$ cat src/rtl/fetch_if.sv
// fetch_if
//   Groups the instruction-memory request/ack channel, the decode-side
//   valid/ready channel, the next-PC control inputs and the fault report
//   of the fetch stage.
//   Modports:
//     master - the fetch unit (drives imem_req/addr, inst*, pc*, fault*)
//     slave  - the environment (memory + decoder + register file)
interface fetch_if #(
    parameter int IMEM_ADDR_W = 14
);
    logic                   imem_req;
    logic [IMEM_ADDR_W-1:0] imem_addr;
    logic                   imem_ack;
    logic [31:0]            imem_rdata;
    logic [31:0]            inst;
    logic                   inst_valid;
    logic                   inst_ready;
    logic [31:0]            pc_out;
    logic [31:0]            pc_plus4;
    logic                   branch_taken;
    logic                   jal;
    logic                   jalr;
    logic [31:0]            imm32;
    logic [31:0]            rs1_data;
    logic                   fault;
    logic [31:0]            fault_addr;

    modport master (
        output imem_req, imem_addr,
        input  imem_ack, imem_rdata,
        output inst, inst_valid,
        input  inst_ready,
        output pc_out, pc_plus4,
        input  branch_taken, jal, jalr, imm32, rs1_data,
        output fault, fault_addr
    );

    modport slave (
        input  imem_req, imem_addr,
        output imem_ack, imem_rdata,
        input  inst, inst_valid,
        output inst_ready,
        input  pc_out, pc_plus4,
        output branch_taken, jal, jalr, imm32, rs1_data,
        input  fault, fault_addr
    );
endinterface

$ cat src/rtl/fetch_unit.sv
// fetch_unit
//   Instruction-fetch stage. Owns the PC, requests one word at a time from
//   instruction memory, holds the returned instruction for decode and, when
//   decode consumes it, computes the next PC (sequential, branch/JAL, JALR).
//   A next PC with bit 1 set stops the unit in a sticky fault state.
//   Ports:
//     clk  - clock, rising edge
//     rst  - synchronous, active-low reset
//     bus  - fetch_if.master: imem req/ack, inst valid/ready, next-PC
//            controls, fault report
module fetch_unit #(
    parameter logic [31:0] RESET_PC    = 32'h0000_0000,
    parameter int          IMEM_ADDR_W = 14
) (
    input  logic     clk,
    input  logic     rst,
    fetch_if.master  bus
);

    typedef enum logic [1:0] {
        S_FETCH = 2'd0,
        S_VALID = 2'd1,
        S_FAULT = 2'd2
    } state_t;

    state_t      state;
    logic [31:0] pc;
    logic [31:0] inst_q;
    logic        fault_q;
    logic [31:0] fault_addr_q;
    logic [31:0] next_pc;
    logic [31:0] jalr_sum;
    logic        consume;

    // Handshake outputs are masked by rst so nothing is requested or
    // presented during the reset cycle itself.
    assign bus.imem_req   = rst && (state == S_FETCH);
    assign bus.inst_valid = rst && (state == S_VALID);
    assign bus.imem_addr  = pc[IMEM_ADDR_W+1:2];
    assign bus.inst       = inst_q;
    assign bus.pc_out     = pc;
    assign bus.pc_plus4   = pc + 32'd4;
    assign bus.fault      = fault_q;
    assign bus.fault_addr = fault_addr_q;

    assign consume = bus.inst_valid && bus.inst_ready;

    // JALR clears bit 0 of the sum; jalr outranks jal/branch_taken.
    always_comb begin
        jalr_sum = bus.rs1_data + bus.imm32;
        next_pc  = pc + 32'd4;
        if (bus.jalr)
            next_pc = jalr_sum & ~32'h1;
        else if (bus.jal || bus.branch_taken)
            next_pc = pc + bus.imm32;
    end

    always_ff @(posedge clk) begin
        if (!rst) begin
            state        <= S_FETCH;
            pc           <= RESET_PC;
            inst_q       <= 32'h0;
            fault_q      <= 1'b0;
            fault_addr_q <= 32'h0;
        end else begin
            case (state)
                S_FETCH: begin
                    if (bus.imem_ack) begin
                        inst_q <= bus.imem_rdata;
                        state  <= S_VALID;
                    end
                end
                S_VALID: begin
                    if (consume) begin
                        if (next_pc[1]) begin
                            // Misaligned target: PC keeps the faulting instruction.
                            fault_q      <= 1'b1;
                            fault_addr_q <= next_pc;
                            state        <= S_FAULT;
                        end else begin
                            pc    <= next_pc;
                            state <= S_FETCH;
                        end
                    end
                end
                S_FAULT: begin
                    state <= S_FAULT;
                end
                default: begin
                    state <= S_FAULT;
                end
            endcase
        end
    end

endmodule

$ cat src/flat_wrapper.sv
// flat-port wrapper written by rule: the top's interface ports become plain ports
module fetch_unit_flat 
#(
    parameter logic [31:0] RESET_PC    = 32'h0000_0000,
    parameter int          IMEM_ADDR_W = 14
)
  (clk, rst, bus_imem_req, bus_imem_addr, bus_imem_ack, bus_imem_rdata, bus_inst, bus_inst_valid, bus_inst_ready, bus_pc_out, bus_pc_plus4, bus_branch_taken, bus_jal, bus_jalr, bus_imm32, bus_rs1_data, bus_fault, bus_fault_addr);
  fetch_if #(.IMEM_ADDR_W(IMEM_ADDR_W)) bus_i ();
  input  logic clk;
  input  logic rst;
  output wire logic [$bits(bus_i.imem_req)-1:0] bus_imem_req;
  output wire logic [$bits(bus_i.imem_addr)-1:0] bus_imem_addr;
  input wire logic [$bits(bus_i.imem_ack)-1:0] bus_imem_ack;
  input wire logic [$bits(bus_i.imem_rdata)-1:0] bus_imem_rdata;
  output wire logic [$bits(bus_i.inst)-1:0] bus_inst;
  output wire logic [$bits(bus_i.inst_valid)-1:0] bus_inst_valid;
  input wire logic [$bits(bus_i.inst_ready)-1:0] bus_inst_ready;
  output wire logic [$bits(bus_i.pc_out)-1:0] bus_pc_out;
  output wire logic [$bits(bus_i.pc_plus4)-1:0] bus_pc_plus4;
  input wire logic [$bits(bus_i.branch_taken)-1:0] bus_branch_taken;
  input wire logic [$bits(bus_i.jal)-1:0] bus_jal;
  input wire logic [$bits(bus_i.jalr)-1:0] bus_jalr;
  input wire logic [$bits(bus_i.imm32)-1:0] bus_imm32;
  input wire logic [$bits(bus_i.rs1_data)-1:0] bus_rs1_data;
  output wire logic [$bits(bus_i.fault)-1:0] bus_fault;
  output wire logic [$bits(bus_i.fault_addr)-1:0] bus_fault_addr;
  assign bus_imem_req = bus_i.imem_req;
  assign bus_imem_addr = bus_i.imem_addr;
  assign bus_i.imem_ack = bus_imem_ack;
  assign bus_i.imem_rdata = bus_imem_rdata;
  assign bus_inst = bus_i.inst;
  assign bus_inst_valid = bus_i.inst_valid;
  assign bus_i.inst_ready = bus_inst_ready;
  assign bus_pc_out = bus_i.pc_out;
  assign bus_pc_plus4 = bus_i.pc_plus4;
  assign bus_i.branch_taken = bus_branch_taken;
  assign bus_i.jal = bus_jal;
  assign bus_i.jalr = bus_jalr;
  assign bus_i.imm32 = bus_imm32;
  assign bus_i.rs1_data = bus_rs1_data;
  assign bus_fault = bus_i.fault;
  assign bus_fault_addr = bus_i.fault_addr;
  fetch_unit #(.RESET_PC(RESET_PC), .IMEM_ADDR_W(IMEM_ADDR_W)) u_core (.clk(clk), .rst(rst), .bus(bus_i));
endmodule
$ cat config.mk
export PLATFORM = sky130hd
export DESIGN_NAME = fetch_unit_flat
export DESIGN_NICKNAME = d
export VERILOG_FILES = /design/src/rtl/fetch_if.sv /design/src/rtl/fetch_unit.sv /design/src/flat_wrapper.sv
export SDC_FILE = /design/constraint.sdc
export NUM_CORES = 1
export LEC_CHECK = 0
export BUFFER_PORTS_ARGS = -buffer_cell sky130_fd_sc_hd__buf_4
export CAP_MARGIN = 0
export CORE_MARGIN = 10
export CORE_UTILIZATION = 40
export DETAILED_ROUTE_END_ITERATION = 6
export MAX_ROUTING_LAYER = met4
export PLACE_DENSITY = 0.72
export SYNTH_ARGS = -nofsm -noshare
export SYNTH_HDL_FRONTEND = slang
export SYNTH_SLANG_ARGS = --single-unit
export TNS_END_PERCENT = 30
$ cat constraint.sdc
create_clock -name clk -period 2.6 [get_ports clk]
set_clock_uncertainty 0.2 [all_clocks]
set_input_delay 0.13 -clock clk [delete_from_list [all_inputs] [get_ports clk]]
set_output_delay 0.13 -clock clk [all_outputs]
set_load 0.02 [all_outputs]
## Word level (Yosys, flattened, before mapping)

Cells that the tools add are included.

- Add/subtract/negate cells: 3
- $mul: 0
- Div/mod/pow operators: 0
- Magnitude comparators: 0
- Equal/unequal tests: 3
- Shift operators: 0
- Mux-type cells: 6
- Bitwise logic cells: 1
- Reductions and logical operators: 9

Operators by type and width:

| kind | number |
|---|---|
| adder 32 bit | 2 |
| 2-to-1 mux 32 bit | 2 |
| adder 32 x 3 -> 32 bit (second input constant) | 1 |
| 2-to-1 mux 2 bit | 3 |
| AND reduction 3 bit | 2 |
| case mux 2 bit (2 select lines) | 1 |
| AND reduction 2 bit | 2 |
| logical AND 1 bit | 3 |
| equality test 2 x 1 -> 1 bit (second input constant) | 1 |
| zero test 2 bit | 1 |
| != test 2 x 1 -> 1 bit (second input constant) | 1 |
| != test 2 bit (second input constant) | 1 |
| logical OR 1 bit | 1 |
| inverter 1 bit | 1 |

- Bits in registers: 98
- Bits in latches: 0
- Bits in writable memories: 0
- Bits in read-only memories: 0
- Output and inout bits: 145
- Memories: 0

## Longest topological paths before layout

Gate-level depths: netlist of run 1.

- Depth after elaboration: 6
- Mapped depth: 11
- Depth with buffers taken out: 10

## Least setup slack after synthesis of run 1

No wires, ideal clock.

- Kind: register to register
- Start: register u_core.pc[9] (netlist: u_core.bus.pc_out[9])
- End: register u_core.fault_addr_q[27] (netlist: u_core.bus.fault_addr[27])
- Library setup time: 0.116 ns
- Arrival: 2.609 ns
- Slack: -0.324 ns
- Stages on the path, launching flop included: 10
- Path buffers: 0
- Clock period less this slack: 2.924 ns
- Path through: dfxtp_1 ha_1 and3_1 and3_1 a221oi_4 nor4b_2 or3_1 a31oi_1 a211oi_1 a31o_1

- Cells in the longest elaborated chain, start to end: 3
- Elaborated cells on any way between the ends: 4

Ends and longest elaborated chain:

| what | line | RTL |
|---|---|---|
| from (decl) | fetch_unit.sv:27 | `logic [31:0] pc;` |
| from (signal assigned) | fetch_unit.sv:81 | `pc <= next_pc;` |
| adder 32 x 3 -> 32 bit or adder 32 bit (tied branches) | fetch_unit.sv:51, fetch_unit.sv:55 |  |
| 2-to-1 mux 32 bit (*) | fetch_unit.sv:54 | `else if (bus.jal \|\| bus.branch_taken)` |
| 2-to-1 mux 32 bit (*) | fetch_unit.sv:52 | `if (bus.jalr)` |
| to (signal assigned) | fetch_unit.sv:78 | `fault_addr_q <= next_pc;` |
| to (decl) | fetch_unit.sv:30 | `logic [31:0] fault_addr_q;` |

Mark *: on every way between the ends. The rest lies on a longest branch, timed or not.
A chain may end at the register's enable or synchronous reset.

## Worst setup path in the final report of run 1

- Start: register u_core.pc[7] (netlist: u_core.bus.pc_out[7])
- End: output bus_pc_plus4[24]

- Cells in the longest elaborated chain, start to end: 1

Ends and longest elaborated chain:

| what | line | RTL |
|---|---|---|
| adder 32 x 3 -> 32 bit | fetch_unit.sv:42 | `assign bus.pc_plus4 = pc + 32'd4;` |
| to (decl) | flat_wrapper.sv:19 | `output wire logic [$bits(bus_i.pc_plus4)-1:0] bus_pc_plus4;` |

Every way passes these cells.

==> key figures, run 1 <==
Global routing
  • Initial antenna violation count: 2
  • Grt total ovfl: 0
  • Vias in the first global route: 10700
  • Pin count of the biggest net entering global routing: 55
  • First-pass GRT wire length: 57.14 mm
  • Overall routing resource usage: 27.53%

Outcome
  • Status: finished with violations
  • Failing checks: negative setup slack

Logic synthesis
  • Post-Synth XOR/XNOR Area: 7.493%
  • Simple-gate share of the synthesized area: 22.84%
  • Asr flop ratio synth: 0%
  • Synth top area cells: dfxtp_1 (23%), ha_1 (9.3%), a21oi_1 (7.5%), nand2_1 (6.7%), o21ai_0 (4.2%)
  • Register area share after synthesis: 23.21%
  • Count of cell types in the netlist: 91
  • Largest family of logic cells by synthesized area: compound AO/OA/AOI/OAI gates
  • Portion of netlist area occupied by mux cells: 0.9572%
  • Synth Register Bits: 97
  • Yosys Warn Count: 0
  • Top cell type's share of synthesized area: 23.21%
  • Syn Area/Cell: 7.543 um2
  • Gate count of the mapped netlist: 1109
  • Number of synthesized flops with an enable pin: 0
  • Synth Area in Adders: 9.512%
  • Largest area contributor in the netlist: dfxtp_1
  • Synthesized area: 0.008366 mm2
  • Compound-Gate Fraction of Synth Area: 29.64%
  • Top_reg_cell synth: dfxtp_1

Hold path
  • Hold Crit Start: bus_jalr
  • Min-Delay Endpoint: u_core.bus.pc_out[17]
  • Hold Crit Class: in2reg
  • WHS Path Cells: 3

Critical path
  • Data required, critical path: 2.27 ns
  • Critical path type: reg2out
  • Worst R2R Setup Slack: -0.16 ns
  • Crit path largest cell delay: 0.51 ns
  • Critical Path, Cell by Cell: buf_6 > nand3_2 > or4_4 > buf_6 > nor2_4 > and4_4 > xor2_4 > buf_6 > buf_6
  • Startpoint of the worst register-to-register path: u_core.bus.pc_out[2]
  • CP Max Fanout: 7
  • Critical Path Source: u_core.bus.pc_out[7]
  • Crit path arrival time: 2.44 ns
  • CP top delay family: simple AND/OR/NAND/NOR gates
  • Setup crit end kind: primary output
  • Cell mode on critical path: buf_6
  • Worst reg-to-reg path cell count: 10
  • WP buf/inv: 4
  • CP Launch Type: flop
  • R2r endpoint: u_core.bus.pc_out[23]
  • CP max stage cell: or4_4

Timing
  • Setup violations, final: 44
  • Hold Fails Final Rpt: 0
  • Final worst slack: -0.1678 ns
  • Slew Limit Headroom: 58.17%
  • Setup tns final: -3.299 ns
  • Final Max Slew Viols: 0
  • Least-Margin Pin Slew: 0.6275 ns
  • Part of the cycle the worst path needs: 106.5%
  • Unrepaired setup endpoints after global routing: true
  • Max frequency: 0.3613 GHz
  • Tmin final: 2.768 ns

Place
  • Post-DP HPWL: 30.02 mm
  • Place WS: -0.3707 ns
  • Area after DPL: 0.01236 mm2
  • Port Buf Inserts: 245
  • Gpl congestion: 0.9837

Drt
  • WL/cell: 20.22 um
  • Drt first pass iters: 6
  • DRC: 0
  • Routed vias: 10770
  • Drt total wl: 38.27 mm
  • Initial DRC Count: 911
  • DR vias/cell: 5.688
  • Post-DRT Antenna Nets: 0

Clock tree
  • Clock Pin Slew Worst Setup and Hold Paths: 0.07 ns
  • Clk_lat worst skew: 0.36 ns
  • CTS Buf Count: 9
  • CTS root buf: clkbuf_16
  • CTS tree: yes
  • Clock buffer depth: 2
  • H-Tree Depth: 3
  • CTS sink count: 97

Power and ir drop
  • Maximum vdd ir drop: 341.0 uV
  • Tot Pwr: 4928 uW
  • LEAKAGE: 0.006449 uW
  • Power Density: 354.4 mW/mm2

Floorplan
  • Die H: 164.6 um
  • Initial Util: 40.95%
  • Die area: 0.02710 mm2
  • Die X-Extent: 164.6 um
  • # IOs: 248
  • FP Rows: 52
  • Core Area: 0.02043 mm2

Finish
  • Register area: 0.001988 mm2
  • Final #Nets: 1782
  • Fill cell count: 1663
  • Footprint of the multi-input gates: 0.006634 mm2
  • Post-route cell area: 0.01391 mm2
  • Layout cells sized above 1: 43.55%
  • Layout Utilization: 68.07%
  • Area Growth Syn to Fin: 66.24%

Flow run
  • Maxcap violations: 0
## Yosys cell counts, drive strengths merged (7+ instances only)
cell,count
xnor2,42
o21bai,10
buf,30
and3,14
inv,22
nand4,18
nand3,47
a31oi,16
nand3b,8
or3,12
a21oi,127
clkbuf,48
ha,62
nor3,19
o211ai,14
a21o,23
nor2,79
dfxtp,97
o21ai,81
and4,14
nand2,150
o21a,7
a211oi,28
o31ai,11
nand2b,9
xor2,27
mux2i,8
## per-layer routing
metal  wire length [um]  track usage (%)  vias up
met3               3053            5.178      127
met1              14100            29.76     5032
met5                  0                -        -
li1                   -                -     5082
met2              18860            46.83      527
met4               2265            15.30        0
## report_power, final
part	total (uW)	leakage (uW)	switching [uW]	internal, uW
clock network	1310	0.000141	641	671
registers	1580	0.000800	44.3	1540
logic	2030	0.00551	1090	946
total	4930	0.00645	1770	3160
## how the worst max path moves through the flow
stage | endpoint | slack [ns] | cells after the start
5_1_grt | u_core.bus.pc_out[21] | -0.24 | 10
4_1_cts | bus_pc_plus4[24] | -0.28 | 10
3_3_place_gp | u_core.bus.fault_addr[25] | -0.34 | 12
3_5_place_dp | u_core.bus.fault_addr[25] | -0.37 | 12
2_1_floorplan | u_core.bus.pc_out[26] | -0.06 | 10
6_report | bus_pc_plus4[24] | -0.17 | 9
## kinds of logic (layout without fill, tap and decap cells)
kind of cell,after synthesis,count (layout)
compound gates,379,379
flops,97,97
xor+xnor,69,69
fa+ha+maj,63,63
buf+inv,101,612
mux,8,8
other cells,1,4
simple gates,391,391
## flip-flops by register name (all words and copies together) (netlist names)
signal / count
u_core.bus.pc_out: 31
u_core.bus.inst: 32
u_core.state: 2
u_core.bus.fault_addr: 32
## layout by cell type, fill, tap and decap left out, types with 12 or more instances in the layout
cell / n
buf_4: 505
nand2_1: 148
a21oi_1: 111
dfxtp_1: 80
nor2_1: 71
o21ai_0: 64
ha_1: 46
nand3_1: 43
dlygate4sd3_1: 34
xnor2_1: 33
buf_6: 29
a21o_1: 22
inv_1: 21
xor2_1: 20
nand4_1: 17
a211oi_1: 16
a21oi_2: 14
o211ai_1: 14
a31oi_1: 14
nor3_1: 13
ha_4: 12
## through the flow
step	std cells	hold WS, ns
after detailed placement	1814	0.1863
after global routing	1893	0.1078
after floorplan	1110	0.06601
final	1893	0.08825
after global placement	1814	0.1767
after CTS	1881	0.07477
## final cells by class
cell class | count | share of cell area [%]
multi-input combinational | 912 | 47.70
timing repair buffer | 574 | 32.92
tap | 270 | 2.429
inverter | 22 | 0.5938
sequential | 97 | 14.30
clock buffer | 10 | 1.646
antenna | 2 | 0.03599
clock inverter | 6 | 0.3779
## worst register-to-register path, delay by kind of cell, from the launching register on
family	cells	cell delay [ns]
buffers and inverters	1	0.19
AND/OR/NAND/NOR	3	0.48
AO/OA/AOI/OAI	4	0.96
flip-flops	1	0.36
adder cells (fa/ha/maj)	1	0.28
XOR/XNOR	1	0.16
## repair_timing
item / CTS / global route
setup buffers: 18 / 10
pin swaps: 42 / 40
endpoints found under the setup margin: 57 / 66
resized for setup: 85 / 64
hold buffers: 34 / 0
hold endpoints to repair: 34 / 0
No activity file was read; power rests on OpenSTA's default activity.
==> run 2, diff against run 1 <==
CORE_ASPECT_RATIO = 1.2   (was unset)
==> key figures, run 2 (synthesis gave the netlist of run 1 again) <==
Outcome
  • Status: finished with violations
  • Failing checks: negative setup slack

Critical path
  • CP Launch Type: flop
  • Setup crit end kind: flop
  • WP buf/inv: 1 (-3)
  • CP top delay family: compound AO/OA/AOI/OAI gates
  • Worst reg-to-reg path cell count: 10 (unchanged)
  • Data required, critical path: 2.64 ns (+0.37 ns)
  • Critical path type: reg2reg
  • Crit path arrival time: 2.85 ns (+0.41 ns)
  • R2r endpoint: u_core.bus.pc_out[25]
  • Crit path largest cell delay: 0.46 ns (-0.05 ns)
  • CP Max Fanout: 5 (-2)
  • CP max stage cell: a221oi_4
  • Worst R2R Setup Slack: -0.21 ns (-0.05 ns)
  • Startpoint of the worst register-to-register path: u_core.bus.pc_out[6]
  • Critical Path, Cell by Cell: ha_4 > a211oi_4 > o211ai_1 > a221oi_4 > o21ba_4 > a31oi_1 > xor2_1 > a221oi_2 > buf_4 > a21oi_1

Clock tree
  • CTS sink count: 97 (unchanged)
  • CTS tree: yes
  • CTS root buf: clkbuf_16
  • H-Tree Depth: 3 (unchanged)
  • Clock Pin Slew Worst Setup and Hold Paths: 0.08 ns (about the same)
  • Clk_lat worst skew: 0.35 ns (about the same)
  • Clock buffer depth: 2 (unchanged)
  • CTS Buf Count: 9 (unchanged)

Drt
  • Post-DRT Antenna Nets: 0 (unchanged)
  • Drt total wl: 39.15 mm (+2.3%)
  • WL/cell: 20.67 um (+2.2%)
  • Routed vias: 10690 (-0.72%)
  • Drt first pass iters: 5 (-1)
  • Initial DRC Count: 711 (-22%)
  • DR vias/cell: 5.644 (-0.78%)
  • DRC: 0 (unchanged)

Finish
  • Final #Nets: 1790 (+0.45%)
  • Commonest non-fill, non-tap cell in the layout: buf_4
  • Layout Utilization: 68.89% (+0.82 points)
  • Fill cell count: 1695 (+1.9%)
  • Area Growth Syn to Fin: 67.98%
  • Post-route cell area: 0.01405 mm2 (+1.0%)
  • Inserted Diodes: 0 (-2)
  • Most frequent cells in the layout: buf_4 (520), nand2_1 (147), a21oi_1 (116)
  • Layout cells sized above 1: 43.89% (+0.34 points)

Floorplan
  • FP Rows: 57 (+9.6%)
  • Die X-Extent: 152.0 um (-7.7%)
  • Die area: 0.02712 mm2 (about the same)
  • # IOs: 248 (unchanged)
  • Die H: 178.4 um (+8.4%)
  • Initial Util: 41.01% (+0.065 points)
  • Core Area: 0.02040 mm2 (-0.16%)

Timing
  • Unrepaired setup endpoints after global routing: true
  • Setup tns final: -4.191 ns (-0.8920 ns)
  • Part of the cycle the worst path needs: 108.0% (+1.5 points)
  • Hold Fails Final Rpt: 0 (unchanged)
  • Setup violations, final: 45 (+2.3%)
  • WHS: 0.01974 ns (-0.06850 ns)
  • Max frequency: 0.3562 GHz (-1.4%)
  • Final Max Slew Viols: 0 (unchanged)
  • Tmin final: 2.808 ns (+0.03999 ns)
  • Slew Limit Headroom: 53.55% (-4.6 points)
  • Final worst slack: -0.2078 ns (-0.03999 ns)
  • Least-Margin Pin Slew: 0.6942 ns (+0.06669 ns)

Hold path
  • Min-Delay Endpoint: u_core.bus.fault_addr[22]
  • Hold Crit Start: bus_jalr
  • Hold Crit Class: in2reg
  • WHS Path Cells: 3 (unchanged)

Global routing
  • First-pass GRT wire length: 58.22 mm (+1.9%)
  • Pin count of the biggest net entering global routing: 55 (unchanged)
  • Overall routing resource usage: 27.19% (-0.34 points)
  • Initial antenna violation count: 0 (-2)
  • Vias in the first global route: 10700 (-0.019%)
  • Grt total ovfl: 0 (unchanged)

Place
  • Post-DP HPWL: 30.63 mm (+2.0%)
  • Port Buf Inserts: 245 (unchanged)
  • Area after DPL: 0.01240 mm2 (+0.31%)
  • Gpl congestion: 0.9937 (+1.0%)

Power and ir drop
  • LEAKAGE: 0.006490 uW (+0.65%)
  • Sw Ratio: 35.69% (-0.28 points)
  • Maximum vdd ir drop: 331.5 uV (-2.8%)
  • Power Density: 364.4 mW/mm2 (+2.8%)
  • Tot Pwr: 5121 uW (+3.9%)
  • Clock network power share: 28.6% (+2.0 points)
  • Comb power frac: 40.5% (-0.8 points)
  • Reported net switching power: 1828 uW (+3.1%)
  • Flop pwr share: 30.9% (-1.2 points)
  • P_int: 3293 uW (+4.4%)

Flow run
  • Maxcap violations: 0 (unchanged)
-- run 2: metrics by stage --
stage | instances | setup WS, ns
global placement | 1820 | -0.4519
finish | 1894 | -0.2078
CTS | 1890 | -0.1492
detailed placement | 1820 | -0.4768
global route | 1894 | -0.3241
floorplan | 1110 | -0.05876
-- run 2: layout make-up --
type / instances / area (um2) / share of cell area (%)
clock buffer: 9 / 225.2 / 1.603
clock inverter: 7 / 95.09 / 0.6767
inverter: 22 / 82.58 / 0.5877
multi-input combinational: 912 / 6740 / 47.97
sequential: 97 / 1988 / 14.15
tap: 265 / 331.6 / 2.360
timing repair buffer: 582 / 4589 / 32.66
-- run 2: repair_timing --
action                     CTS  global route
gates cloned                 0             0
hold endpoints to repair    34             0
setup endpoints to repair   54            63
hold buffers                34             0
pin swaps                   42            61
setup buffers               22             5
gates resized for setup     82            83
-- run 2: metal layers --
| metal | track usage [%] | part of all wire, % |
|---|---|---|
| met5 | - | 0 |
| met4 | 14.02 | 4.9 |
| met3 | 3.614 | 5.2 |
| met2 | 47.15 | 50 |
| met1 | 30.16 | 40 |
-- run 2: worst max-delay path by stage --
stage,from,endpoint,slack [ns],cells past startpoint
global placement,bus_imm32[5],u_core.bus.fault_addr[25],-0.45,12
detailed placement,bus_imm32[2],u_core.bus.pc_out[27],-0.48,14
floorplan,u_core.bus.pc_out[11],u_core.bus.pc_out[26],-0.06,10
finish,u_core.bus.pc_out[6],u_core.bus.pc_out[25],-0.21,10
CTS,u_core.bus.pc_out[2],bus_pc_plus4[26],-0.15,11
global route,u_core.bus.pc_out[2],u_core.bus.pc_out[27],-0.32,10
-- run 2: tightest hold or removal path: stages --
cell and delay (ns):
buf_4 0.19, nand2_1 0.11, a31oi_1 0.08
-- run 2: power groups by stage --
| stage | clock network (uW) | registers [uW] | logic, uW |
|---|---|---|---|
| 2_1_floorplan | 0 | 1690 | 879 |
| 3_3_place_gp | 0 | 1610 | 1860 |
| 3_5_place_dp | 0 | 1610 | 1880 |
| 4_1_cts | 1470 | 1580 | 1970 |
| 5_1_grt | 1530 | 1590 | 2220 |
| 6_report | 1470 | 1580 | 2070 |
==> run 3, diff against run 2 <==
CAP_MARGIN = unset   (was 0)
CTS_CLUSTER_DIAMETER = 40   (was unset)
PLACE_DENSITY = 0.69   (was 0.72)
clock period = 3 ns   (was 2.6 ns; I/O delays follow)
==> key figures, run 3 (synthesis gave the netlist of run 1 again) <==
Critical path
  • CP Launch Type: flop
  • Crit path largest cell delay: 0.41 ns (-0.05 ns)
  • CP top delay family: compound AO/OA/AOI/OAI gates
  • Data required, critical path: 3.05 ns (+0.41 ns)
  • Cell mode on critical path: buf_4
  • Critical path type: reg2reg
  • Crit path arrival time: 3.02 ns (+0.17 ns)
  • WP buf/inv: 2 (+1)
  • Setup crit end kind: flop
  • CP Depth: 11 (+1)
  • CP Max Fanout: 3 (-2)
  • Startpoint of the worst register-to-register path: u_core.bus.pc_out[15]
  • Worst reg-to-reg path cell count: 11 (+1)
  • Critical Path, Cell by Cell: ha_1 > buf_4 > nand2_1 > o211a_1 > o221ai_1 > buf_4 > a22o_1 > or3_1 > a31oi_2 > a211oi_1 > o21a_1
  • Critical Path Source: u_core.bus.pc_out[15]
  • CP max stage cell: dfxtp_1

Clock tree
  • H-Tree Depth: 3 (unchanged)
  • Clock Pin Slew Worst Setup and Hold Paths: 0.08 ns (about the same)
  • CTS sink count: 97 (unchanged)
  • Clock buffer depth: 2 (unchanged)
  • CTS tree: yes
  • CTS root buf: clkbuf_16
  • Clk_lat worst skew: 0.37 ns (+0.02 ns)
  • CTS Buf Count: 9 (unchanged)

Timing
  • Part of the cycle the worst path needs: 99.08% (-8.9 points)
  • Max frequency: 0.3364 GHz (-5.5%)
  • Hold Fails Final Rpt: 0 (unchanged)
  • WHS: 0.06255 ns (+0.04281 ns)
  • Final worst slack: 0.02747 ns (+0.2352 ns)
  • Setup tns final: 0 ns (+4.191 ns)
  • Tmin final: 2.973 ns (+0.1648 ns)
  • Least-Margin Pin Slew: 0.6377 ns (-0.05647 ns)
  • Unrepaired setup endpoints after global routing: true
  • Slew Limit Headroom: 57.12% (+3.6 points)
  • Setup violations, final: 0 (-100%)
  • Final Max Slew Viols: 0 (unchanged)

Finish
  • Most frequent cells in the layout: buf_4 (385), nand2_1 (150), a21oi_1 (122)
  • Inserted Diodes: 0 (unchanged)
  • Final #Nets: 1628 (-9.1%)
  • Fill cell count: 1986 (+17%)
  • Area Growth Syn to Fin: 42.90%
  • Post-route cell area: 0.01195 mm2 (-15%)
  • Layout cells sized above 1: 31.97% (-12 points)
  • Layout Cells excl Fill: 1732 (-8.6%)
  • Commonest non-fill, non-tap cell in the layout: buf_4

Floorplan
  • Die X-Extent: 152.0 um (unchanged)
  • # IOs: 248 (unchanged)
  • Die area: 0.02712 mm2 (unchanged)
  • Core Area: 0.02040 mm2 (unchanged)
  • Die H: 178.4 um (unchanged)
  • Initial Util: 41.01% (unchanged)
  • FP Rows: 57 (unchanged)

Drt
  • Initial DRC Count: 690 (-3.0%)
  • Post-DRT Antenna Nets: 0 (unchanged)
  • WL/cell: 21.53 um (+4.1%)
  • DRC: 0 (unchanged)
  • Routed vias: 9827 (-8.1%)
  • DR vias/cell: 5.674 (+0.53%)
  • Drt first pass iters: 5 (unchanged)
  • Drt total wl: 37.28 mm (-4.8%)

Global routing
  • First-pass GRT wire length: 55.95 mm (-3.9%)
  • Initial antenna violation count: 0 (unchanged)
  • Grt total ovfl: 0 (unchanged)
  • Pin count of the biggest net entering global routing: 55 (unchanged)
  • Overall routing resource usage: 26.58% (-0.61 points)
  • Vias in the first global route: 9931 (-7.2%)

Hold path
  • Hold Crit Start: rst
  • Hold Crit Class: in2reg
  • WHS Path Cells: 3 (unchanged)

Power and ir drop
  • Maximum vdd ir drop: 347.5 uV (+4.8%)
  • LEAKAGE: 0.005463 uW (-16%)
  • Power Density: 342.1 mW/mm2 (-6.1%)

Place
  • Port Buf Inserts: 245 (unchanged)
  • Dpl cells: 1681 (-7.6%)
  • Gpl congestion: 1.051 (+5.8%)
  • Place WS: -0.08547 ns (+0.3913 ns)
  • Area after DPL: 0.01115 mm2 (-10%)
  • Post-DP HPWL: 30.21 mm (-1.4%)

Flow run
  • Maxcap violations: 0 (unchanged)

Outcome
  • Status: finished, final reports clean
run 3: changes by cell type in the layout (fill, tap and decap cells not counted), sizes merged:
cell,before,now
clkinv,2,5
buf,548,386
bufinv,1,0
inv,26,24
run 3: layout make-up:
class                           instances  area (um2)  area share, %
Multi-Input combinational cell        912        6048          50.60
Timing Repair Buffer                  420        3242          27.12
Sequential cell                        97        1949          16.31
Tap cell                              265       331.6          2.774
Clock buffer                            9       225.2          1.884
Inverter                               22       82.58         0.6908
Clock inverter                          7       75.07         0.6280
run 3: final timing paths:
path | to | slack (ns)
max | u_core.bus.pc_out[27] | 0.03
min | u_core.bus.pc_out[10] | 0.06
max reg2reg | u_core.bus.pc_out[27] | 0.03
min reg2reg | u_core.bus.inst[26] | 0.26
run 3: what timing repair did:
item / in CTS / in global routing
hold buffers: 34 / 0
setup endpoints to repair: 10 / 30
endpoints found under the hold margin: 34 / 0
resized for setup: 5 / 28
buffers inserted: 0 / 1
pin swaps: 0 / 11
run 3: worst min-delay path: cells and delay by family:
family	cells	cell delay (ns)
simple gates	1	0.05
compound gates	1	0.13
buf+inv	1	0.25
run 3: power by group:
part	internal [uW]	total, uW	switching [uW]
clock	587	1170	579
sequential	1340	1380	39.3
combinational	666	1540	878
run 3: per-layer routing:
metal / global-route usage, % / vias up / wire, um
met3: 4.674 / 112 / 1979
li1: - / 4772 / -
met4: 17.67 / 0 / 2597
met1: 27.19 / 4545 / 14100
met5: - / - / 0
met2: 46.33 / 398 / 18600
run 3: metrics by stage:
step	total power, uW	util [%]
6_report	4089	58.61
5_1_grt	4286	58.61
4_1_cts	4081	57.94
3_5_place_dp	2878	54.66
3_3_place_gp	2872	54.66
2_1_floorplan	2217	-
